[src/rtl/hybrid_adder_pipe.sv]
// Segmented carry-lookahead adder/subtractor: one SEG-bit lookahead segment per
// pipeline stage, registered inter-segment carry, skewed operands, valid/ready flow.
module hybrid_adder_pipe #(
  parameter int WIDTH = 16,
  parameter int SEG   = 4
) (
  input  logic             clk,
  input  logic             rst,
  input  logic             in_valid,
  output logic             in_ready,
  input  logic [WIDTH-1:0] x,
  input  logic [WIDTH-1:0] y,
  input  logic             cin,
  input  logic             sub,
  output logic             out_valid,
  input  logic             out_ready,
  output logic [WIDTH-1:0] s,
  output logic             cout,
  output logic             ovf
);

  localparam int NSEG = WIDTH / SEG;

  if (SEG < 1 || WIDTH < SEG || (WIDTH % SEG) != 0) begin : g_bad_params
    $error("hybrid_adder_pipe: WIDTH must be a positive multiple of SEG");
  end

  function automatic logic [SEG:0] lookahead(input logic [SEG-1:0] p,
                                             input logic [SEG-1:0] g,
                                             input logic           c0);
    logic [SEG:0] c;
    c[0] = c0;
    for (int i = 0; i < SEG; i++) c[i+1] = g[i] | (p[i] & c[i]);
    return c;
  endfunction

  logic             en;
  logic [WIDTH-1:0] y_eff;
  logic             ovf_q;

  // One global enable: the whole pipe advances or the whole pipe holds.
  assign en       = !out_valid || out_ready;
  assign in_ready = en;
  assign y_eff    = sub ? ~y : y;

  for (genvar gi = 0; gi < NSEG; gi++) begin : stage
    localparam int LO = gi * SEG;

    logic             v_in;
    logic             c_in;
    logic [SEG-1:0]   a;
    logic [SEG-1:0]   b;
    logic [SEG-1:0]   p;
    logic [SEG:0]     carry;
    logic [WIDTH-1:0] sum_in;
    logic [WIDTH-1:0] sum_d;
    logic             v_q;
    logic             c_q;
    logic [WIDTH-1:0] sum_q;

    if (gi == 0) begin : g_src
      assign v_in   = in_valid;
      assign a      = x[SEG-1:0];
      assign b      = y_eff[SEG-1:0];
      assign c_in   = sub | cin;
      assign sum_in = '0;
    end else begin : g_src
      assign v_in   = stage[gi-1].v_q;
      assign a      = stage[gi-1].g_ops.opx_q[SEG-1:0];
      assign b      = stage[gi-1].g_ops.opy_q[SEG-1:0];
      assign c_in   = stage[gi-1].c_q;
      assign sum_in = stage[gi-1].sum_q;
    end

    assign p     = a ^ b;
    assign carry = lookahead(p, a & b, c_in);
    assign sum_d = sum_in | (WIDTH'(p ^ carry[SEG-1:0]) << LO);

    always_ff @(posedge clk or posedge rst) begin
      if (rst) begin
        v_q   <= 1'b0;
        c_q   <= 1'b0;
        sum_q <= '0;
      end else if (en) begin
        v_q   <= v_in;
        c_q   <= carry[SEG];
        sum_q <= sum_d;
      end
    end

    // Operand segments not yet consumed ride along, shifted down one segment per stage.
    if (gi < NSEG - 1) begin : g_ops
      logic [WIDTH-1:0] xr_in;
      logic [WIDTH-1:0] yr_in;
      logic [WIDTH-1:0] opx_q;
      logic [WIDTH-1:0] opy_q;

      if (gi == 0) begin : g_ld
        assign xr_in = x >> SEG;
        assign yr_in = y_eff >> SEG;
      end else begin : g_ld
        assign xr_in = stage[gi-1].g_ops.opx_q >> SEG;
        assign yr_in = stage[gi-1].g_ops.opy_q >> SEG;
      end

      always_ff @(posedge clk or posedge rst) begin
        if (rst) begin
          opx_q <= '0;
          opy_q <= '0;
        end else if (en) begin
          opx_q <= xr_in;
          opy_q <= yr_in;
        end
      end
    end

    if (gi == NSEG - 1) begin : g_last
      always_ff @(posedge clk or posedge rst) begin
        if (rst)     ovf_q <= 1'b0;
        else if (en) ovf_q <= carry[SEG] ^ carry[SEG-1];
      end
    end
  end

  assign out_valid = stage[NSEG-1].v_q;
  assign s         = stage[NSEG-1].sum_q;
  assign cout      = stage[NSEG-1].c_q;
  assign ovf       = ovf_q;

endmodule

[config.mk]
export PLATFORM = sky130hd
export DESIGN_NAME = hybrid_adder_pipe
export DESIGN_NICKNAME = d
export VERILOG_FILES = /design/src/rtl/hybrid_adder_pipe.sv
export SDC_FILE = /design/constraint.sdc
export NUM_CORES = 1
export LEC_CHECK = 0
export BUFFER_PORTS_ARGS = -buffer_cell sky130_fd_sc_hd__clkbuf_2
export CAP_MARGIN = 5
export CELL_PAD_IN_SITES_DETAIL_PLACEMENT = 0
export CELL_PAD_IN_SITES_GLOBAL_PLACEMENT = 2
export CORE_ASPECT_RATIO = 0.6
export CORE_MARGIN = 5
export CORE_UTILIZATION = 40
export DETAILED_ROUTE_END_ITERATION = 10
export GPL_ROUTABILITY_DRIVEN = 0
export MAX_ROUTING_LAYER = met4
export PLACE_DENSITY = 0.76
export SLEW_MARGIN = 20
export SYNTH_ARGS = -nofsm -noshare
export SYNTH_HDL_FRONTEND = slang
export SYNTH_SLANG_ARGS = --single-unit
[constraint.sdc]
create_clock -name clk -period 3.9 [get_ports clk]
set_clock_uncertainty 0.15 [all_clocks]
set_input_delay 0.78 -clock clk [delete_from_list [all_inputs] [get_ports clk]]
set_output_delay 0.78 -clock clk [all_outputs]
set_load 0.01 [all_outputs]
* After elaboration in Yosys (flattened, before gate mapping)
Index checks and enable logic that the tools add are counted.
** Cells by class
- Muxes and demuxes :: 1
- Bitwise gates (word level) :: 50
- Reductions and logical operators :: 2
** Operators by type and width (number)
- XOR 4 bit :: 8
- bitwise OR 1 bit :: 17
- AND 1 bit :: 16
- AND 4 bit :: 4
- 2-to-1 mux 16 bit :: 1
- NOT 16 bit :: 1
- bitwise OR 16 x 12 -> 16 bit :: 1
- bitwise OR 16 bit :: 1
- bitwise OR 16 x 8 -> 16 bit :: 1
- zero test 1 bit :: 1
- logical OR 1 bit :: 1
- XOR 1 bit :: 1
** Word-level totals
- Word-level logic and storage cells :: 72
- Flip-flop bits (word level) :: 121
- Output and inout port bits :: 20
- Bits of input ports :: 38

* Logic depth before layout (Yosys ltp)
Gate-level depths: netlist (run 1).
- Word-level depth :: 11
- Gate-level depth with buffers :: 9
- Gate-level depth less buffers :: 9

* Worst setup path before layout (run 1)
Ideal clock, no wire load.
- Path kind :: in2reg
- Start point :: in sub
- End point :: reg stage[0].sum_q[3]
- Slack :: 487 ps
- Cell stages on the path :: 9
- Data required time :: 3625 ps
- Buffers on the path :: 2
- Arrival :: 3139 ps
- Library setup time :: 125 ps
- Path through :: buf_2 buf_4 xnor2_1 fa_1 fa_1 fa_1 inv_1 fa_1 mux2_2
** On the way
- Longest elaborated chain between the ends :: 9
- Elaborated cells between the ends (all ways) :: 11
- Classes of those cells :: mux (1); bitwise (10)
** Ends and longest elaborated chain
- start, declared :: RTL line 14 : input logic sub,
- 2-to-1 mux 16 bit :: RTL line 44 : assign y_eff = sub ? ~y : y;
- XOR 4 bit :: RTL line 75 : assign p = a ^ b;
- AND 1 bit :: RTL line 33 : for (int i = 0; i < SEG; i++) c[i+1] = g[i] | (p[i] & c[i]);
- bitwise OR 1 bit :: RTL line 33
- AND 1 bit :: RTL line 33
- bitwise OR 1 bit :: RTL line 33
- AND 1 bit :: RTL line 33
- bitwise OR 1 bit :: RTL line 33
- XOR 4 bit (*) :: RTL line 77 : assign sum_d = sum_in | (WIDTH'(p ^ carry[SEG-1:0]) << LO);
- named net stage[0].sum_d[3] :: RTL line 56 : logic [WIDTH-1:0] sum_d;
- end signal, assigned :: RTL line 87 : sum_q <= sum_d;
- end, declared :: RTL line 59 : logic [WIDTH-1:0] sum_q;
Mark *: on every way through the listed nets, which the timed path passes. The rest lies on a longest branch.
A chain may end at the register's enable or synchronous reset.

* Worst setup path in the final report (run 1)
Ends and elaborated chain as after synthesis.

==> impl_metrics.json, run 1 <==
{
  "status": "complete, no violations",
  "yosys_warnings": 0,
  "syn-cell-area_um2": 4220,
  "area_growth_pct": 17.2,
  "ctsResizeCount": 0,
  "tightest_slew_ns": 0.748,
  "antenna_found_initial": 0,
  "finalSetupTns_ns": 0,
  "start_kind": "input port",
  "critPathCapture": "stage[0].sum_q[3]",
  "switching_share_pct": 30.2,
  "dieArea_um2": 12800,
  "rows": 29,
  "ys_ff_latch": 97,
  "timing.hold.ws_ns": 0.311,
  "slew_violations": 0,
  "layout-drive-gt1-share_pct": 47.1,
  "grt_setup_unrepaired": "false",
  "grt_pass1_wl_mm": 12.0,
  "yosys.area.top_type": "dfrtp_1",
  "fmax_mhz": 333,
  "worstPathCellList": "clkbuf_2 -> xnor2_1 -> fa_1 -> fa_1 -> fa_1 -> inv_1 -> fa_1 -> mux2_2",
  "ant_nets": 0,
  "synth.distinct_cells": 17,
  "rr_endpoint": "ovf",
  "rrSetupSlack_ns": 1.35,
  "syn_inst": 280,
  "nNetsFinal": 391,
  "async_flop_share_pct": 100,
  "sequentialPowerShare_pct": 43.5,
  "num_vias": 2245,
  "synth_area_leaders": "dfrtp_1, mux2_2, fa_1",
  "num_io_pins": 58,
  "tritoncts": "built",
  "synth_nets": 334,
  "p_int_mw": 2.75,
  "max-cap-violations": 0,
  "cts-root-buf": "clkbuf_16",
  "critPathMaxFanout": 3,
  "r2r-start": "stage[2].g_ops.opx_q[0]",
  "drt_pass1_iterations": 4,
  "crit_path_start": "sub",
  "slowest_delay_ns": 0.42,
  "initial_utilization_pct": 40.4,
  "fp.dieH_um": 89.5,
  "port_buffers": 57,
  "power_mw": 3.93,
  "grt_overflow_total": 0,
  "synth_top_area_share_pct": 57.5,
  "cp_common_cell": "fa_1",
  "cts_buffers": 9,
  "p_clk_share_pct": 23.7,
  "p_per_area_nw_per_um2": 796,
  "dieWidth_um": 143,
  "core_um2": 10500,
  "routed_wl_mm": 7.33,
  "post-route-min-period_ns": 3.01,
  "drc": 0,
  "clock_latency_ns": 0.34,
  "timing.reg2reg.worst_path_depth": 9,
  "grt_util_all_layers_pct": 12.9,
  "drt-wirelength-per-cell_um": 15.2,
  "finalHoldViolCount": 0,
  "clockBufferDepth": 2,
  "grt_max_degree": 98,
  "clk_pin_slew_worst_paths_ns": 0.06,
  "switchingPower_mw": 1.19,
  "seq_area_frac_synth_pct": 57.5,
  "worstHoldPathType": "flip-flop to flip-flop",
  "postCtsSetupBuffers": 0,
  "max_slew_margin_pct": 50.1,
  "vias_per_cell": 4.67,
  "cts_sinks": 97,
  "combPwrFrac_pct": 32.8,
  "drt-initial-drc-count": 98,
  "ir_worst_vdd_v": 0.000611,
  "worstPathRequired_ns": 3.97,
  "final-setup-viol-count": 0,
  "crit_type": "input port to flip-flop",
  "slowest_stage": "fa_1",
  "end_kind": "flip-flop",
  "synth_top_flop_cell": "dfrtp_1",
  "finalCritPeriodShare_pct": 77.1,
  "dpl.hpwl_mm": 4.90,
  "avgSynthCellArea_um2": 15.1,
  "p_leak_nw": 2.25,
  "htree_levels": 3,
  "postCtsHoldBufs": 0,
  "grt_pass1_vias": 2290,
  "antenna_cells": 0,
  "synth_edf_count": 0,
  "cp.arrival_ns": 3.08
}
## how the worst min path moves through the flow
stage	from	to	slack (ns)	depth (start not counted)
after floorplan	stage[2].v_q	out_valid	0.28	1
after global placement	stage[2].v_q	out_valid	0.30	1
after detailed placement	stage[2].v_q	out_valid	0.31	1
after CTS	stage[2].v_q	out_valid	0.32	1
after global routing	stage[2].v_q	out_valid	0.34	1
final	stage[2].v_q	out_valid	0.31	1
## Yosys cell counts (2+ instances only)
master / instances
xor2_1: 11
mux2i_1: 4
xnor2_1: 6
buf_6: 4
inv_1: 26
fa_1: 16
a21oi_1: 10
mux2_4: 3
clkbuf_1: 2
buf_2: 8
mux2_2: 79
nor3b_1: 10
dfrtp_1: 97
## layout make-up
type | instances | area [um2]
Fill cell | 928 | 5510
Sequential cell | 97 | 2430
Multi-Input combinational cell | 142 | 1590
Timing Repair Buffer | 61 | 328
Clock buffer | 9 | 225
Tap cell | 139 | 174
Inverter | 26 | 103
Clock inverter | 7 | 95.1
## worst max-delay path, delay by kind of cell
kind / cells / cell delay, ns
xor gates and xnor gates: 1 / 0.19
adders and majority gates: 4 / 1.59
buffers and inverters: 2 / 0.25
muxes: 1 / 0.26
## stage by stage
step / setup WS, ns / instance area, um2 / instances / util, %
finish: 0.894 / 4940 / 481 / 47.3
global route: 0.852 / 4940 / 481 / 47.3
CTS: 0.907 / 4940 / 481 / 47.3
detailed placement: 0.530 / 4620 / 465 / 44.2
global placement: 0.607 / 4620 / 465 / 44.2
floorplan: 0.436 / 4220 / 280 / -
## logic make-up after synthesis
family	share of synthesized area, %
adder cells (fa/ha/maj)	7.59
AO/OA/AOI/OAI	1.19
AND/OR/NAND/NOR	2.34
flip-flops	57.5
XOR/XNOR	3.53
buffers and inverters	4.69
multiplexers	23.1
## power groups by stage
stage	clock network, mW	registers (mW)	logic, mW
after floorplan	0	1.70	0.951
after global placement	0	1.71	1.29
after detailed placement	0	1.73	1.31
after CTS	0.972	1.71	1.32
after global routing	1.00	1.77	1.45
final	0.933	1.71	1.29
## routing by layer
metal / share of wire [%] / vias up / wire [um] / global-route usage, %
li1: - / 1039 / - / -
met1: 55 / 1145 / 4010 / 18.9
met2: 39 / 53 / 2830 / 16.4
met3: 5.6 / 8 / 413 / 4.60
met4: 1.1 / 0 / 77 / 3.88
met5: 0 / - / 0 / -
## cells in the final DEF, fill, tap and decap left out, drive strengths merged
cell / netlist / final
buf: 13 / 4
clkinvlp: 0 / 4
dfrtp: 97 / 97
bufinv: 0 / 2
a21oi: 10 / 10
xor2: 11 / 11
nor3b: 10 / 10
nor2: 1 / 1
inv: 26 / 26
fa: 16 / 16
clkbuf: 2 / 66
mux2i: 4 / 4
clkinv: 0 / 1
nand2b: 2 / 2
mux2: 82 / 82
xnor2: 6 / 6
## registers in the layout, indices dropped and copies added, names as in the netlist
signal / cells
cout: 1
out_valid: 1
ovf: 1
s: 16
stage.c_q: 3
stage.g_ops.opx_q: 24
stage.g_ops.opy_q: 24
stage.sum_q: 24
stage.v_q: 3
Power figures use the tool's default switching activity.
==> inputs of run 2 (changes only) <==
--- a/config.mk
+++ b/config.mk
@@ -11,11 +11,11 @@
 export CELL_PAD_IN_SITES_GLOBAL_PLACEMENT = 2
 export CORE_ASPECT_RATIO = 0.6
 export CORE_MARGIN = 5
-export CORE_UTILIZATION = 40
+export CORE_UTILIZATION = 37
 export DETAILED_ROUTE_END_ITERATION = 10
 export GPL_ROUTABILITY_DRIVEN = 0
 export MAX_ROUTING_LAYER = met4
-export PLACE_DENSITY = 0.76
+export PLACE_DENSITY = 0.74
 export SLEW_MARGIN = 20
 export SYNTH_ARGS = -nofsm -noshare
 export SYNTH_HDL_FRONTEND = slang
==> constraint.sdc (replaced) <==
create_clock -name clk -period 2.68 [get_ports clk]
set_clock_uncertainty 0.15 [all_clocks]
set_input_delay 0.536 -clock clk [delete_from_list [all_inputs] [get_ports clk]]
set_output_delay 0.536 -clock clk [all_outputs]
set_load 0.01 [all_outputs]
==> impl_metrics.json, run 2 (synthesis gave the netlist of run 1 again) <==
{
  "dieArea_um2": 13700,
  "p_per_area_nw_per_um2": 1130,
  "max_slew_margin_pct": 66.4,
  "place_inst": 474,
  "ant_nets": 0,
  "htree_levels": 3,
  "final-setup-viol-count": 0,
  "worstHoldPathType": "input port to asynchronous set/reset pin",
  "layout_common_cells": "dfrtp_1, mux2_2, clkbuf_2",
  "status": "complete, no violations",
  "slew_violations": 0,
  "met3WireLength_um": 385,
  "dpl.hpwl_mm": 5.32,
  "cts-root-buf": "clkbuf_16",
  "tritoncts": "built",
  "antenna_cells": 0,
  "met2_length_mm": 3.17,
  "core_um2": 11200,
  "worst_slack_ns": 0.0597,
  "reg_top3": "stage.g_ops.opx_q (24), stage.g_ops.opy_q (24), stage.sum_q (24)",
  "dpl_worst_slack_ns": -0.336,
  "fmax_mhz": 382,
  "drc": 0,
  "postCtsHoldBufs": 0,
  "drt-initial-drc-count": 71,
  "clk_pin_slew_worst_paths_ns": 0.07,
  "grt_max_degree": 43,
  "num_vias": 2258,
  "clockBufferDepth": 2,
  "fp.dieH_um": 92.7,
  "finalHoldViolCount": 0,
  "grt_setup_unrepaired": "false",
  "grt_util_all_layers_pct": 12.2,
  "power_mw": 5.64,
  "area_growth_pct": 18.4,
  "num_io_pins": 58,
  "wl_met1_mm": 3.76,
  "port_buffers": 57,
  "utilization_pct": 44.5,
  "initial_utilization_pct": 37.6,
  "critPathMaxFanout": 3,
  "vias_per_cell": 4.61,
  "drt-wirelength-per-cell_um": 15.2,
  "grt_overflow_total": 0,
  "worstPathRequired_ns": 2.76,
  "crit_type": "input port to flip-flop",
  "routed.top_layer": "met4",
  "cts_buffers": 9,
  "instances_no_fill": 490,
  "tightest_slew_ns": 0.503,
  "routed_wl_mm": 7.43,
  "rows": 30,
  "antenna_found_initial": 0,
  "max-cap-violations": 0,
  "nNetsFinal": 395,
  "ir_worst_vdd_v": 0.000503,
  "cp.arrival_ns": 2.70,
  "layout-drive-gt1-share_pct": 48.8,
  "grt_pass1_vias": 2485,
  "cts_sinks": 97,
  "drt_pass1_iterations": 4,
  "grt_pass1_wl_mm": 12.6,
  "post-route-min-period_ns": 2.62,
  "final_common_cell": "dfrtp_1",
  "start_kind": "input port",
  "clock_latency_ns": 0.35,
  "finalCritPeriodShare_pct": 97.8,
  "dieWidth_um": 148,
  "end_kind": "flip-flop",
  "p_leak_nw": 2.27
}
run 2: per-layer routing:
metal | track usage, % | vias up
li1 | - | 1046
met2 | 16.9 | 51
met1 | 17.0 | 1150
met4 | 3.92 | 0
met5 | - | -
met3 | 4.25 | 11
run 2: final cells by class:
type	instances	area, um2
repair buffers	65	395
multi-input cells	142	1610
fillers	1073	6230
flip-flops and latches	97	2430
well taps	144	180
inverters	26	101
clock buffers	9	225
clock inverters	7	55.1
run 2: through the flow:
| step | instance area [um2] | setup TNS, ns | hold slack (ns) |
|---|---|---|---|
| 2_1_floorplan | 4240 | -0.336 | 0.280 |
| 3_3_place_gp | 4700 | -0.278 | 0.297 |
| 3_5_place_dp | 4700 | -0.336 | 0.297 |
| 4_1_cts | 4980 | 0 | 0.0687 |
| 5_1_grt | 4990 | 0 | 0.0893 |
| 6_report | 4990 | 0 | 0.0599 |
run 2: final timing paths:
kind                                             to         start  slack (ns)  cells past startpoint
min                                    stage[0].v_q           rst        0.06                      2
max reg2reg                                     ovf  stage[2].c_q        0.19                      9
min in group clk           stage[0].g_ops.opx_q[10]         x[14]        0.27                      2
max                               stage[0].sum_q[3]           sub        0.06                      8
max in group asynchronous   stage[1].g_ops.opy_q[4]           rst        1.73                      3
min reg2reg                               out_valid  stage[2].v_q        0.31                      1
run 2: worst max-delay path, stage by stage:
cell and delay (ns):
buf_2 0.16, xnor2_2 0.17, fa_2 0.38, fa_2 0.35
fa_1 0.37, inv_1 0.08, fa_1 0.40, mux2_2 0.26
run 2: power breakdown:
group	leakage [nW]	total, mW	internal, mW	switching (mW)
clock	0.132	1.20	0.637	0.564
sequential	1.12	2.49	2.13	0.358
combinational	1.02	1.95	1.10	0.855
run 2: what timing repair did:
action / 4_1_cts / 5_1_grt
endpoints found under the hold margin: 0 / 0
setup endpoints to repair: 0 / 2
setup buffers: 0 / 0
gates resized for setup: 0 / 3
